<file path="src/rtl/dmem_pkg.sv">
// dmem_pkg: shared definitions for the data-memory bridge.
//   state_e    - bridge FSM states
//   ERR_RDATA  - load data returned to the core when a read times out
//   STRB_WIDTH - byte-strobe width for the default 32-bit data path
//   strb_width - strobe width for an arbitrary data width
package dmem_pkg;

    typedef enum logic [1:0] {
        IDLE    = 2'd0,
        WR_BUSY = 2'd1,
        RD_BUSY = 2'd2,
        RD_DONE = 2'd3
    } state_e;

    localparam int unsigned ERR_RDATA          = 0;
    localparam int          DEFAULT_DATA_WIDTH = 32;
    localparam int          STRB_WIDTH         = DEFAULT_DATA_WIDTH / 8;

    function automatic int strb_width(input int data_width);
        return data_width / 8;
    endfunction

endpackage

</file>
<file path="src/rtl/dmem_store_buffer.sv">
// dmem_store_buffer: one-entry posted-store buffer.
// Ports:
//   clk, rst          - clock, asynchronous active-low reset
//   capture           - load cap_* into the entry and mark it valid
//   clear             - invalidate the entry (drain done or abandoned)
//   cap_addr/data/strb- store to capture
//   sb_valid/addr/data/strb - current entry
module dmem_store_buffer #(
    parameter int ADDR_WIDTH = 32,
    parameter int DATA_WIDTH = 32,
    parameter int STRB_W     = DATA_WIDTH / 8
) (
    input  logic                  clk,
    input  logic                  rst,
    input  logic                  capture,
    input  logic                  clear,
    input  logic [ADDR_WIDTH-1:0] cap_addr,
    input  logic [DATA_WIDTH-1:0] cap_data,
    input  logic [STRB_W-1:0]     cap_strb,
    output logic                  sb_valid,
    output logic [ADDR_WIDTH-1:0] sb_addr,
    output logic [DATA_WIDTH-1:0] sb_data,
    output logic [STRB_W-1:0]     sb_strb
);

    logic                  valid_q, valid_d;
    logic [ADDR_WIDTH-1:0] addr_q, addr_d;
    logic [DATA_WIDTH-1:0] data_q, data_d;
    logic [STRB_W-1:0]     strb_q, strb_d;

    // capture only happens while empty and clear only while full, so the
    // two never coincide; clear is applied last for safety anyway.
    always_comb begin
        valid_d = valid_q;
        addr_d  = addr_q;
        data_d  = data_q;
        strb_d  = strb_q;
        if (capture) begin
            valid_d = 1'b1;
            addr_d  = cap_addr;
            data_d  = cap_data;
            strb_d  = cap_strb;
        end
        if (clear) begin
            valid_d = 1'b0;
        end
    end

    always_ff @(posedge clk or negedge rst) begin
        if (!rst) begin
            valid_q <= 1'b0;
            addr_q  <= '0;
            data_q  <= '0;
            strb_q  <= '0;
        end else begin
            valid_q <= valid_d;
            addr_q  <= addr_d;
            data_q  <= data_d;
            strb_q  <= strb_d;
        end
    end

    assign sb_valid = valid_q;
    assign sb_addr  = addr_q;
    assign sb_data  = data_q;
    assign sb_strb  = strb_q;

endmodule

</file>
<file path="src/rtl/dmem_bridge.sv">
// dmem_bridge: converts a zero-latency core data port into a req/ack
// transfer toward a multi-cycle memory. Stores are posted through a
// one-entry buffer; loads stall the core until data returns.
// Ports:
//   clk, rst                  - clock, asynchronous active-low reset
//   cpu_addr/read/write/wdata - core request (write = byte strobes)
//   cpu_rdata, cpu_stall      - load data, core freeze
//   mem_req/we/strb/addr/wdata- registered transfer request
//   mem_ack, mem_rdata        - transfer completion and read data
//   bus_err                   - one-cycle pulse when a transfer times out
module dmem_bridge
    import dmem_pkg::*;
#(
    parameter int ADDR_WIDTH     = 32,
    parameter int DATA_WIDTH     = 32,
    parameter int TIMEOUT_CYCLES = 64,
    parameter int CNT_WIDTH      = $clog2(TIMEOUT_CYCLES + 1)
) (
    input  logic                    clk,
    input  logic                    rst,
    input  logic [ADDR_WIDTH-1:0]   cpu_addr,
    input  logic                    cpu_read,
    input  logic [DATA_WIDTH/8-1:0] cpu_write,
    input  logic [DATA_WIDTH-1:0]   cpu_wdata,
    output logic [DATA_WIDTH-1:0]   cpu_rdata,
    output logic                    cpu_stall,
    output logic                    mem_req,
    output logic                    mem_we,
    output logic [DATA_WIDTH/8-1:0] mem_strb,
    output logic [ADDR_WIDTH-1:0]   mem_addr,
    output logic [DATA_WIDTH-1:0]   mem_wdata,
    input  logic                    mem_ack,
    input  logic [DATA_WIDTH-1:0]   mem_rdata,
    output logic                    bus_err
);

    localparam int STRB_W = strb_width(DATA_WIDTH);
    localparam logic [CNT_WIDTH-1:0] CNT_LAST = CNT_WIDTH'(TIMEOUT_CYCLES - 1);

    state_e                state_q, state_d;
    logic                  mem_req_q, mem_req_d;
    logic                  mem_we_q, mem_we_d;
    logic [STRB_W-1:0]     mem_strb_q, mem_strb_d;
    logic [ADDR_WIDTH-1:0] mem_addr_q, mem_addr_d;
    logic [DATA_WIDTH-1:0] mem_wdata_q, mem_wdata_d;
    logic [DATA_WIDTH-1:0] cpu_rdata_q, cpu_rdata_d;
    logic                  bus_err_q, bus_err_d;
    logic [CNT_WIDTH-1:0]  cnt_q, cnt_d;

    logic                  has_store;
    logic                  sb_capture, sb_clear;
    logic                  sb_valid;
    logic [ADDR_WIDTH-1:0] sb_addr;
    logic [DATA_WIDTH-1:0] sb_data;
    logic [STRB_W-1:0]     sb_strb;

    assign has_store  = |cpu_write;
    assign sb_capture = has_store & ~sb_valid;

    // While reset is held the core is released at once so it cannot stay
    // frozen on a transfer that reset has just dropped.
    assign cpu_stall = rst & ((cpu_read & (state_q != RD_DONE)) |
                              (has_store & sb_valid));

    dmem_store_buffer #(
        .ADDR_WIDTH (ADDR_WIDTH),
        .DATA_WIDTH (DATA_WIDTH),
        .STRB_W     (STRB_W)
    ) u_sb (
        .clk      (clk),
        .rst      (rst),
        .capture  (sb_capture),
        .clear    (sb_clear),
        .cap_addr (cpu_addr),
        .cap_data (cpu_wdata),
        .cap_strb (cpu_write),
        .sb_valid (sb_valid),
        .sb_addr  (sb_addr),
        .sb_data  (sb_data),
        .sb_strb  (sb_strb)
    );

    always_comb begin
        state_d     = state_q;
        mem_req_d   = mem_req_q;
        mem_we_d    = mem_we_q;
        mem_strb_d  = mem_strb_q;
        mem_addr_d  = mem_addr_q;
        mem_wdata_d = mem_wdata_q;
        cpu_rdata_d = cpu_rdata_q;
        cnt_d       = cnt_q;
        bus_err_d   = 1'b0;
        sb_clear    = 1'b0;
        unique case (state_q)
            IDLE: begin
                // Draining first keeps a load from overtaking an older store.
                if (sb_valid) begin
                    state_d     = WR_BUSY;
                    mem_req_d   = 1'b1;
                    mem_we_d    = 1'b1;
                    mem_strb_d  = sb_strb;
                    mem_addr_d  = sb_addr;
                    mem_wdata_d = sb_data;
                    cnt_d       = '0;
                end else if (cpu_read) begin
                    state_d    = RD_BUSY;
                    mem_req_d  = 1'b1;
                    mem_we_d   = 1'b0;
                    mem_strb_d = '0;
                    mem_addr_d = cpu_addr;
                    cnt_d      = '0;
                end
            end
            WR_BUSY: begin
                // An ack in the timeout cycle still counts as success.
                if (mem_ack) begin
                    mem_req_d = 1'b0;
                    sb_clear  = 1'b1;
                    state_d   = IDLE;
                end else if (cnt_q == CNT_LAST) begin
                    mem_req_d = 1'b0;
                    bus_err_d = 1'b1;
                    sb_clear  = 1'b1;
                    state_d   = IDLE;
                end else begin
                    cnt_d = cnt_q + CNT_WIDTH'(1);
                end
            end
            RD_BUSY: begin
                if (mem_ack) begin
                    mem_req_d   = 1'b0;
                    cpu_rdata_d = mem_rdata;
                    state_d     = RD_DONE;
                end else if (cnt_q == CNT_LAST) begin
                    mem_req_d   = 1'b0;
                    bus_err_d   = 1'b1;
                    cpu_rdata_d = DATA_WIDTH'(ERR_RDATA);
                    state_d     = RD_DONE;
                end else begin
                    cnt_d = cnt_q + CNT_WIDTH'(1);
                end
            end
            RD_DONE: begin
                state_d = IDLE;
            end
            default: begin
                state_d = IDLE;
            end
        endcase
    end

    always_ff @(posedge clk or negedge rst) begin
        if (!rst) begin
            state_q     <= IDLE;
            mem_req_q   <= 1'b0;
            mem_we_q    <= 1'b0;
            mem_strb_q  <= '0;
            mem_addr_q  <= '0;
            mem_wdata_q <= '0;
            cpu_rdata_q <= '0;
            bus_err_q   <= 1'b0;
            cnt_q       <= '0;
        end else begin
            state_q     <= state_d;
            mem_req_q   <= mem_req_d;
            mem_we_q    <= mem_we_d;
            mem_strb_q  <= mem_strb_d;
            mem_addr_q  <= mem_addr_d;
            mem_wdata_q <= mem_wdata_d;
            cpu_rdata_q <= cpu_rdata_d;
            bus_err_q   <= bus_err_d;
            cnt_q       <= cnt_d;
        end
    end

    assign mem_req   = mem_req_q;
    assign mem_we    = mem_we_q;
    assign mem_strb  = mem_strb_q;
    assign mem_addr  = mem_addr_q;
    assign mem_wdata = mem_wdata_q;
    assign cpu_rdata = cpu_rdata_q;
    assign bus_err   = bus_err_q;

endmodule

</file>
<file path="config.mk">
export PLATFORM = sky130hd
export DESIGN_NAME = dmem_bridge
export DESIGN_NICKNAME = d
export VERILOG_FILES = /design/src/rtl/dmem_pkg.sv /design/src/rtl/dmem_store_buffer.sv /design/src/rtl/dmem_bridge.sv
export SDC_FILE = /design/constraint.sdc
export NUM_CORES = 1
export LEC_CHECK = 0
export BUFFER_PORTS_ARGS = -buffer_cell sky130_fd_sc_hd__buf_4
export CAP_MARGIN = 20
export CORE_MARGIN = 2
export CORE_UTILIZATION = 35
export CTS_CLUSTER_DIAMETER = 50
export CTS_CLUSTER_SIZE = 28
export DETAILED_ROUTE_END_ITERATION = 10
export GPL_ROUTABILITY_DRIVEN = 0
export PLACE_DENSITY = 0.56
export SLEW_MARGIN = 20
export SYNTH_ARGS = -nofsm -noshare
export SYNTH_HDL_FRONTEND = slang
export SYNTH_SLANG_ARGS = --single-unit
</file>
<file path="constraint.sdc">
create_clock -name clk -period 2.24 [get_ports clk]
set_input_delay 0.224 -clock clk [delete_from_list [all_inputs] [get_ports clk]]
set_output_delay 0.224 -clock clk [all_outputs]
set_load 0.03 [all_outputs]
</file>
After elaboration in Yosys (flattened, before gate mapping)
Cells that the tools add are included.
{"block": "word_totals", "rom_bits": 0, "ff_bits": 181, "memories": 0, "mem_bits_rw": 0, "latch_bits": 0, "out_inout_bits": 104}
{"block": "classes", "eq_ne": 11, "order_cmp": 0, "n_reduce_logical": 13, "shift": 0, "addsub": 1, "bitwise": 6, "mux": 32, "multipliers": 0, "div": 0}
{"cell": "two-way mux 32 bit", "n": 4}
{"cell": "two-way mux 7 bit", "n": 4}
{"cell": "one-hot mux 7 bit (2 select lines)", "n": 1}
{"cell": "two-way mux 1 bit", "n": 13}
{"cell": "two-way mux 2 bit", "n": 6}
{"cell": "two-way mux 4 bit", "n": 2}
{"cell": "one-hot mux 2 bit (4 select lines)", "n": 1}
{"cell": "nonzero test 2 bit", "n": 4}
{"cell": "adder 7 x 1 -> 7 bit, second input constant", "n": 1}
{"cell": "equality test 7 x 6 -> 1 bit, second input constant", "n": 1}
{"cell": "inequality test 2 bit, second input constant", "n": 3}
{"cell": "inequality test 3 bit, second input constant", "n": 2}
{"cell": "AND reduction 2 bit", "n": 3}
{"cell": "AND reduction 3 bit", "n": 2}
{"cell": "bitwise AND 1 bit", "n": 4}
{"cell": "equality test 2 bit, second input constant", "n": 2}
{"cell": "AND reduction 4 bit", "n": 1}
{"cell": "OR reduction 4 bit", "n": 1}
{"cell": "inequality test 3 x 1 -> 1 bit, second input constant", "n": 1}
{"cell": "inequality test 3 x 2 -> 1 bit, second input constant", "n": 1}
{"cell": "equality test 2 x 1 -> 1 bit, second input constant", "n": 1}
{"cell": "zero test 2 bit", "n": 1}
{"cell": "one-hot mux 1 bit (2 select lines)", "n": 1}
{"cell": "OR reduction 2 bit", "n": 1}
{"cell": "2 further kinds", "n": 2}

Logic depth before layout (Yosys ltp)
Gate-level depths: netlist of run 1.
{"block": "depth", "word_depth": 5, "mapped_depth": 8, "mapped_depth_nobuf": 6}

Modules after synthesis
A second synthesis of run 1 with hierarchy kept.
{"block": "hier_totals", "hier_cells": 518, "hier_area_um2": 7277.0}
{"mod": "dmem_bridge", "cells_each": 372, "instances": 1, "area_per_inst_um2": 4682.0}
{"mod": "dmem_store_buffer", "cells_each": 146, "instances": 1, "area_per_inst_um2": 2595.0}

Least setup slack after synthesis of run 1
No wires, ideal clock.
{"block": "synth_path", "kind": "reg2reg", "startpoint": "register state_q[0]", "endpoint": "register cnt_q[4]", "setup_time_ns": 0.069, "stages_incl_launch_ff": 8, "setup_slack_ns": 0.311, "arrival_ns": 1.860, "synth_period_minus_slack_ns": 1.929, "cell_sequence": "dfrtp_1 > inv_1 > ha_1 > nor3b_1 > or2_0 > clkbuf_1 > or4b_2 > nand3_1"}
{"block": "synth_via", "elab_chain_len": 4, "word_cells_on_any_way": 10}
{"item": "start, declared", "line": "dmem_bridge.sv:40", "source": "state_e state_q, state_d;"}
{"item": "start signal, assigned", "line": "dmem_bridge.sv:164", "source": "state_q <= state_d;"}
{"item": "equality test 2 bit or equality test 2 x 1 -> 1 bit (tied branches)", "line": "dmem_bridge.sv:94", "source": "unique case (state_q)"}
{"item": "OR reduction 2 bit (no line)"}
{"item": "inequality test 2 bit (no line) or nonzero test 2 bit (tied branches)"}
{"item": "AND reduction 4 bit (no line)"}
{"item": "end signal, assigned", "line": "dmem_bridge.sv:172", "source": "cnt_q <= cnt_d;"}
{"item": "end, declared", "line": "dmem_bridge.sv:48", "source": "logic [CNT_WIDTH-1:0] cnt_q, cnt_d;"}
Parallel ways exist; a longest one is shown, timed or not.
A chain may end at the register's enable or synchronous reset.

Worst setup path in the final report of run 1
{"block": "layout_path", "startpoint": "register state_q[0]", "endpoint": "register cnt_q[3]"}
Same word-level chain as after synthesis.

==> summary.txt, run 1 <==
total track usage -> 15.91%
Worst Hold Class -> in2reg
final setup fails -> 0
clock skew -> 0.01026 ns
number of register bits inferred by synthesis -> 181
antenna violations before repair -> 0
final antenna diode count -> 0
Slew Limit Fails -> 0
DR iter-0 viols -> 168
pre-CTS setup slack -> 0.1688 ns
max cap viols -> 0
worst skew pair latency -> 0.42 ns
worst-case clock buffer depth -> 2
CP Capture Type -> register
yosys synthesis warning count -> 0
sum of negative setup slack -> 0 ns
maximum level of the CTS H-tree -> 4
dpl hpwl -> 12,050 µm
Startpoint Class -> register
Initial Util -> 35.83%
Die W -> 148.4 µm
status -> finished, final reports clean
CP required -> 2.60 ns
fin area -> 9844 µm²
Root Buffer -> clkbuf_16
core box area -> 20,360 µm²
unrepaired setup endpoints after global routing -> false
syn nets -> 634
max frequency -> 0.4936 GHz
most frequent cells in the layout -> buf_4 (218), dfrtp_1 (180), mux2_2 (82)
Post-Synthesis Cells -> 523
kind of critical path -> reg2reg
final wirelength -> 17,270 µm
Leakage -> 4.809 nW
first-pass GRT wire length -> 27,410 µm
Worst EP arrival -> 2.38 ns
Max IR drop VDD -> 697.4 µV
I/O Buffers -> 207
slew at the pin with the worst max-slew slack -> 0.8544 ns
First-pass DRT Iterations -> 4
CP max stage delay -> 0.49 ns
DRC -> 0
I/O pins -> 208
Die ar. -> 22,020 µm²
largest net degree at the start of global routing -> 104
fin nets -> 848
CTS tree -> built
Final ANT Viol Nets -> 0
CTS buffer count -> 17
final hold vios -> 0
Routed WL per cell -> 16.93 µm
Netlist Area Pre-Place -> 7296 µm²
number of cell rows -> 52
Seq/Total Area, Yosys -> 62.08%
Final period util -> 90.45%
most common cell after layout, fill and taps aside -> buf_4
Vias -> 4,880
Finished Layout Cells -> 1,020
layout cell share with drive strength beyond 1 -> 48.27%
Inst Count DP -> 981
relative slew slack -> 42.92%
post-synth cell types -> 42
placed cell areas -> 9185 µm²
Final WS setup -> 0.2140 ns
height of the die -> 148.4 µm
number of global-route vias before repair -> 5,160
worst-path fanout max -> 9
drt via density -> 4.784
min cycle time layout -> 2.026 ns
Worst-path clk slew -> 0.07 ns
overflow left after global routing -> 0
Mean Syn Cell Area -> 13.95 µm²
clock sink count -> 181
P&R area growth vs syn -> 34.93%
PwrDens -> 1617 nW/µm²
CP max stage cell -> or4_1
Critical Path, Cell by Cell -> inv_1 > ha_1 > nor3b_1 > or2_1 > buf_4 > or4_1 > nand3_1
## repair_timing
item	in CTS	in global routing
setup buffers	0	0
gates resized for setup	0	1
hold buffers	7	0
setup endpoints to repair	0	2
hold endpoints to repair	42	0
## power breakdown
part	switching (mW)	internal, mW	leakage, nW
sequential	0.886	4.88	2.18
clock	1.39	1.59	0.290
combinational	3.88	3.30	2.34
total	6.16	9.76	4.81
## flip-flops by register name (all words and copies together), names as in the netlist
register / count
mem_strb: 4
mem_we: 1
mem_addr: 32
mem_req: 1
u_sb.sb_addr: 32
state_q: 2
cpu_rdata: 32
u_sb.sb_strb: 4
cnt_q: 7
mem_wdata: 32
u_sb.sb_valid: 1
bus_err: 1
u_sb.sb_data: 32
## worst paths after layout
path,startpoint,endpoint,slack [ns],cells after the start
worst max-delay path,state_q[0],cnt_q[3],0.21,7
worst min-delay path,mem_rdata[21],cpu_rdata[21],0.02,2
worst max register to register,state_q[0],cnt_q[3],0.21,7
worst min register to register,mem_addr[15],mem_addr[15],0.48,2
max in group asynchronous,rst,cpu_rdata[2],1.03,3
min in group asynchronous,rst,mem_addr[4],0.26,2
## cells in the mapped netlist, drive strengths merged
| cell | instances | area share (%) |
|---|---|---|
| a21boi | 1 | 0.10 |
| a21oi | 3 | 0.21 |
| a221o | 1 | 0.14 |
| a22o | 32 | 3.8 |
| a32o | 2 | 0.27 |
| and2 | 1 | 0.086 |
| and3b | 1 | 0.12 |
| buf | 13 | 1.2 |
| clkbuf | 21 | 1.1 |
| dfrtp | 181 | 62 |
| ha | 7 | 1.2 |
| inv | 7 | 0.36 |
| mux2 | 100 | 16 |
| mux2i | 32 | 4.4 |
| nand2 | 48 | 2.5 |
| nand2b | 2 | 0.17 |
| nand3 | 8 | 0.55 |
| nand4 | 1 | 0.086 |
| nand4b | 1 | 0.12 |
| nor2 | 2 | 0.10 |
| nor2b | 4 | 0.45 |
| nor3 | 1 | 0.069 |
| nor3b | 4 | 0.41 |
| o211ai | 1 | 0.10 |
| o21ai | 36 | 2.5 |
| o21ba | 1 | 0.14 |
| o21bai | 1 | 0.10 |
| o22a | 1 | 0.12 |
| o22ai | 2 | 0.17 |
| o2bb2ai | 1 | 0.12 |
| o311a | 1 | 0.14 |
| o311ai | 1 | 0.12 |
| or2 | 1 | 0.086 |
| or4 | 2 | 0.26 |
| or4b | 2 | 0.27 |
## worst max-delay path: cells and delay by family, from the launching register on
| family | cells | cell delay [ns] |
|---|---|---|
| AND/OR/NAND/NOR | 4 | 1.01 |
| flip-flops | 1 | 0.42 |
| buffers and inverters | 2 | 0.31 |
| adder cells (fa/ha/maj) | 1 | 0.22 |
## layout make-up
class | count | area (µm²)
clock buffers | 17 | 425.4
clock inverters | 15 | 162.7
fillers | 1809 | 10520
inverters | 7 | 26.28
multi-input cells | 301 | 2584
flip-flops and latches | 181 | 4531
well taps | 270 | 337.8
repair buffers | 229 | 1778
## per-stage QoR
step	utilization, %	hold slack, ns	power [mW]
global placement	45.10	0.1495	12.89
global route	48.34	0.0009339	16.89
detailed placement	45.10	0.1520	13.08
CTS	48.34	0.0001956	16.17
floorplan	-	-0.07159	10.47
finish	48.34	0.02183	15.92
## cells by family after synthesis
kind of cell,synth area share [%]
flip-flops,62.08
AND/OR/NAND/NOR,5.248
buffers and inverters,2.675
adder cells (fa/ha/maj),1.200
multiplexers,20.75
AO/OA/AOI/OAI,8.043
## per-layer routing
metal	GRT usage [%]	share of wire [%]	up-vias
met1	19.01	41	2461
met3	5.215	6.1	18
li1	-	-	2283
met4	5.381	1.4	0
met5	0	0	-
met2	27.13	51	118
(Power assumes the default switching activity.)
==> run 2, diff against run 1 <==
--- a/config.mk
+++ b/config.mk
@@ -7,13 +7,15 @@
 export LEC_CHECK = 0
 export BUFFER_PORTS_ARGS = -buffer_cell sky130_fd_sc_hd__buf_4
 export CAP_MARGIN = 20
+export CELL_PAD_IN_SITES_DETAIL_PLACEMENT = 1
+export CELL_PAD_IN_SITES_GLOBAL_PLACEMENT = 1
 export CORE_MARGIN = 2
 export CORE_UTILIZATION = 35
 export CTS_CLUSTER_DIAMETER = 50
 export CTS_CLUSTER_SIZE = 28
 export DETAILED_ROUTE_END_ITERATION = 10
 export GPL_ROUTABILITY_DRIVEN = 0
-export PLACE_DENSITY = 0.56
+export PLACE_DENSITY = 0.68
 export SLEW_MARGIN = 20
 export SYNTH_ARGS = -nofsm -noshare
 export SYNTH_HDL_FRONTEND = slang
==> run 2 against run 1 <==
  * Worst setup slack worse by 0.065 ns
  * Count of clock-buffer cells in the layout did not move
  * Sequential share of layout area down 0.47 points
  * Utilization rose by 0.50 points
  * Critical path type is now reg2out
  * Highest routed layer unchanged
==> summary.txt, run 2 (synthesized netlist as in run 1, its figures left out) <==
status -> finished, final reports clean
most common cell after layout, fill and taps aside -> buf_4
max frequency -> 0.4781 GHz
Finished Layout Cells -> 1,023
hold path start -> mem_rdata[0]
core box area -> 20,360 µm²
Final ANT Viol Nets -> 0
Vias -> 4,962
Filler cells -> 2,097
Routed WL per cell -> 18.16 µm
delay-heaviest family, CP -> buffers and inverters
worst skew pair latency -> 0.43 ns
CP max stage delay -> 0.39 ns
worst-path fanout max -> 35
most frequent cells in the layout -> buf_4 (217), dfrtp_1 (180), mux2_2 (82)
number of global-route vias before repair -> 5,727
final setup fails -> 0
fin area -> 9946 µm²
Worst EP arrival -> 1.87 ns
Die ar. -> 22,020 µm²
total track usage -> 17.63%
CP max stage cell -> dfrtp_2
Worst Hold Class -> in2reg
Die W -> 148.4 µm
sum of negative setup slack -> 0 ns
relative slew slack -> 33.03%
I/O Buffers -> 207
fin nets -> 851
DRC -> 0
Final period util -> 93.37%
RR Startpoint -> u_sb.sb_valid
CTS tree -> built
most used cell along the critical path -> buf_4
CP required -> 2.02 ns
DR iter-0 viols -> 107
Max IR drop VDD -> 807.3 µV
Critical Path, Cell by Cell -> buf_4 > buf_8 > a21oi_1 > nor2b_1 > buf_4
end-of-flow core utilization -> 48.84%
PwrDens -> 1646 nW/µm²
maximum level of the CTS H-tree -> 4
worst hold slack -> 0.02019 ns
final hold vios -> 0
largest net degree at the start of global routing -> 97
Slew Limit Fails -> 0
number of cell rows -> 52
first-pass GRT wire length -> 30,440 µm
Final WS setup -> 0.1486 ns
Inst Count DP -> 982
CTS buffer count -> 17
final wirelength -> 18,580 µm
placed cell areas -> 9205 µm²
Critical Path Start -> u_sb.sb_valid
layout cell share with drive strength beyond 1 -> 48.21%
Leakage -> 4.840 nW
Root Buffer -> clkbuf_16
max cap viols -> 0
slew at the pin with the worst max-slew slack -> 1.002 ns
antenna violations before repair -> 0
unrepaired setup endpoints after global routing -> false
P&R area growth vs syn -> 36.32%
Initial Util -> 35.83%
clock sink count -> 181
dpl hpwl -> 13,100 µm
worst-case clock buffer depth -> 2
min cycle time layout -> 2.091 ns
clock skew -> 0.01179 ns
kind of critical path -> reg2out
overflow left after global routing -> 0
final antenna diode count -> 0
Worst-path clk slew -> 0.07 ns
First-pass DRT Iterations -> 4
Startpoint Class -> register
Total Power -> 16.37 mW
CP Capture Type -> output port
drt via density -> 4.850
pre-CTS setup slack -> 0.06598 ns
height of the die -> 148.4 µm
I/O pins -> 208
WP buf/inv -> 3
==> run 2: routing by layer <==
layer	vias to the layer above	wire length (µm)	part of all wire, %	global-route usage (%)
li1	2285	-	-	-
met1	2543	7499	40	20.50
met2	111	9612	52	30.60
met3	23	1157	6.2	6.503
met4	0	309	1.7	5.095
met5	-	0	0	0
==> run 2: worst paths after layout <==
path                       slack (ns)  cells past startpoint          endpoint
setup / recovery                 0.15                      5         cpu_stall
hold / removal                   0.02                      2      cpu_rdata[0]
setup reg to reg                 0.17                      3  u_sb.sb_addr[13]
hold reg to reg                  0.46                      1           bus_err
max in group asynchronous        1.19                      3      cpu_rdata[7]
min in group asynchronous        0.21                      2   u_sb.sb_addr[2]
==> run 2: timing repair <==
action	CTS	global route
setup endpoints to repair	1	1
hold buffers	6	3
buffers inserted	0	0
hold endpoints to repair	29	3
resized for setup	1	2
==> run 2: worst reg2reg max path, cell delays in order (launching register included) <==
cell and delay (ns):
dfrtp_2 0.42, nor2b_4 0.78, buf_4 0.38, mux2_2 0.37
==> run 2: report_power, final <==
group / total, mW / switching, mW / internal (mW)
clock network: 3.25 / 1.35 / 1.90
registers: 5.77 / 0.887 / 4.88
logic: 7.36 / 4.00 / 3.35
==> run 2: area by class of cell <==
type / instances / area [µm²] / area share (%)
Sequential cell: 181 / 4531 / 45.55
Multi-Input combinational cell: 301 / 2584 / 25.98
Timing Repair Buffer: 232 / 1826 / 18.35
Clock buffer: 17 / 425.4 / 4.277
Inverter: 7 / 26.28 / 0.2642
Tap cell: 270 / 337.8 / 3.397
Clock inverter: 15 / 216.5 / 2.176
==> run 3, diff against run 2 <==
--- a/config.mk
+++ b/config.mk
@@ -10,12 +10,12 @@
 export CELL_PAD_IN_SITES_DETAIL_PLACEMENT = 1
 export CELL_PAD_IN_SITES_GLOBAL_PLACEMENT = 1
 export CORE_MARGIN = 2
-export CORE_UTILIZATION = 35
+export CORE_UTILIZATION = 41
 export CTS_CLUSTER_DIAMETER = 50
 export CTS_CLUSTER_SIZE = 28
 export DETAILED_ROUTE_END_ITERATION = 10
 export GPL_ROUTABILITY_DRIVEN = 0
-export PLACE_DENSITY = 0.68
+export PLACE_DENSITY = 0.78
 export SLEW_MARGIN = 20
 export SYNTH_ARGS = -nofsm -noshare
 export SYNTH_HDL_FRONTEND = slang
==> run 3 against run 2 <==
  * Via count grew 0.58%
  * Clock skew is 0.0014 ns lower
  * Hold slack lost 0.0063 ns
  * Sequential share of layout area grew 0.49 points
  * Sequential cell count unchanged
  * Count of clock-buffer cells in the layout grew 6
  * Fmax increased by 4.6%
  * Wire length rose by 3.9%
==> summary.txt, run 3 (synthesized netlist as in run 1, its figures left out) <==
status -> finished, final reports clean
final antenna diode count -> 0
sw power -> 6.316 mW
CTS tree -> built
Filler cells -> 1,748
Reg power frac -> 35.8%
placed cell areas -> 9179 µm²
Routed WL per cell -> 19.75 µm
slew at the pin with the worst max-slew slack -> 0.6607 ns
internal power -> 9.955 mW
Clock Power Share -> 18.2%
relative slew slack -> 55.79%
layout cell share with drive strength beyond 1 -> 48.54%
CP required -> 2.60 ns
CP Capture Type -> register
delay-heaviest family, CP -> simple AND/OR/NAND/NOR gates
final wirelength -> 19,300 µm
I/O Buffers -> 207
CP max stage delay -> 0.66 ns
DRC -> 0
worst skew pair latency -> 0.43 ns
max frequency -> 0.5002 GHz
fin nets -> 850
Worst-path clk slew -> 0.07 ns
FF+latch area -> 4531 µm²
final setup fails -> 0
PwrDens -> 1654 nW/µm²
most frequent cells in the layout -> buf_4 (219), dfrtp_1 (180), mux2_2 (82)
Critical Path, Cell by Cell -> inv_1 > ha_1 > nor3b_1 > or2_0 > or4b_2 > nand3_1
most common cell after layout, fill and taps aside -> buf_4
fin area -> 9839 µm²
multi-input combinational cell area -> 2586 µm²
total track usage -> 21.29%
first-pass GRT wire length -> 30,380 µm
Max IR drop VDD -> 743.8 µV
number of global-route vias before repair -> 5,743
core box area -> 17,360 µm²
Final period util -> 89.24%
Worst Hold Class -> in2reg
Initial Util -> 42.03%
min cycle time layout -> 1.999 ns
Die W -> 137.4 µm
clock sink count -> 181
antenna violations before repair -> 0
largest net degree at the start of global routing -> 95
CP max stage cell -> or4b_2
WP buf/inv -> 1
DR iter-0 viols -> 221
Slew Limit Fails -> 0
height of the die -> 137.4 µm
CTS buffer count -> 17
Vias -> 4,991
switching portion of total power -> 38.82%
First-pass DRT Iterations -> 4
maximum level of the CTS H-tree -> 4
Leakage -> 4.825 nW
worst-case clock buffer depth -> 2
kind of critical path -> reg2reg
unrepaired setup endpoints after global routing -> false
max cap viols -> 0
worst-path fanout max -> 5
overflow left after global routing -> 0
Finished Layout Cells -> 977
Root Buffer -> clkbuf_16
drt via density -> 5.108
Inst Count DP -> 939
number of cell rows -> 48
pre-CTS setup slack -> 0.1740 ns
dpl hpwl -> 13,570 µm
post_cts resized -> 0
Final ANT Viol Nets -> 0
Final WS setup -> 0.2409 ns
Startpoint Class -> register
combinational share of power -> 46.0%
final hold vios -> 0
Worst EP arrival -> 2.36 ns
clock skew -> 0.01043 ns
sum of negative setup slack -> 0 ns
Die ar. -> 18,880 µm²
P&R area growth vs syn -> 34.87%
I/O pins -> 208
[run 3: cell types whose count changed in the layout (fill, tap and decap cells not counted), moves of 2 or more]
cell | previous run | this run
bufinv_16 | 4 | 1
inv_6 | 5 | 1
buf_4 | 217 | 219
clkbuf_8 | 0 | 4
inv_8 | 2 | 0
clkinv_4 | 0 | 4
clkbuf_1 | 0 | 2
dlygate4sd3_1 | 9 | 5
clkinvlp_4 | 4 | 2
[run 3: per-stage QoR]
stage	power [mW]	hold slack [ns]	utilization, %
6_report	16.27	0.01387	56.69
3_5_place_dp	13.33	0.08055	52.88
3_3_place_gp	12.87	0.07532	52.88
5_1_grt	17.21	0.0006927	56.69
2_1_floorplan	10.47	-0.07159	-
4_1_cts	16.40	0.0006009	56.52
[run 3: power by group through the flow]
| stage | Combinational [mW] | Sequential [mW] | Clock (mW) |
|---|---|---|---|
| 6_report | 7.49 | 5.83 | 2.95 |
| 5_1_grt | 8.03 | 6.03 | 3.15 |
| 4_1_cts | 7.53 | 5.84 | 3.02 |
| 3_5_place_dp | 7.48 | 5.85 | 0 |
| 3_3_place_gp | 7.15 | 5.73 | 0 |
| 2_1_floorplan | 3.09 | 7.38 | 0 |
[run 3: metal layers]
metal | track usage (%) | vias up | part of all wire (%)
li1 | - | 2287 | -
met1 | 24.00 | 2558 | 39
met2 | 37.84 | 121 | 54
met3 | 6.733 | 25 | 5.8
met4 | 7.675 | 0 | 2.1
met5 | 0 | - | 0
[run 3: worst paths after layout]
| check | to | slack [ns] | startpoint | cells past startpoint |
|---|---|---|---|---|
| max | cnt_q[4] | 0.24 | state_q[0] | 6 |
| min | cpu_rdata[15] | 0.01 | mem_rdata[15] | 2 |
| max reg2reg | cnt_q[4] | 0.24 | state_q[0] | 6 |
| min reg2reg | bus_err | 0.46 | cnt_q[6] | 1 |
| max in group asynchronous | u_sb.sb_valid | 1.29 | rst | 3 |
| min in group asynchronous | u_sb.sb_addr[17] | 0.20 | rst | 2 |
[run 3: repair_timing]
action,CTS,global route
setup buffers,0,0
hold buffers,5,0
endpoints found under the setup margin,0,0
hold endpoints to repair,18,0
[run 3: layout make-up]
class / instances / area share, %
tap: 225 / 2.861
clock inverter: 9 / 0.9537
inverter: 7 / 0.2670
multi-input combinational: 301 / 26.28
clock buffer: 23 / 4.959
sequential: 181 / 46.05
timing repair buffer: 231 / 18.63
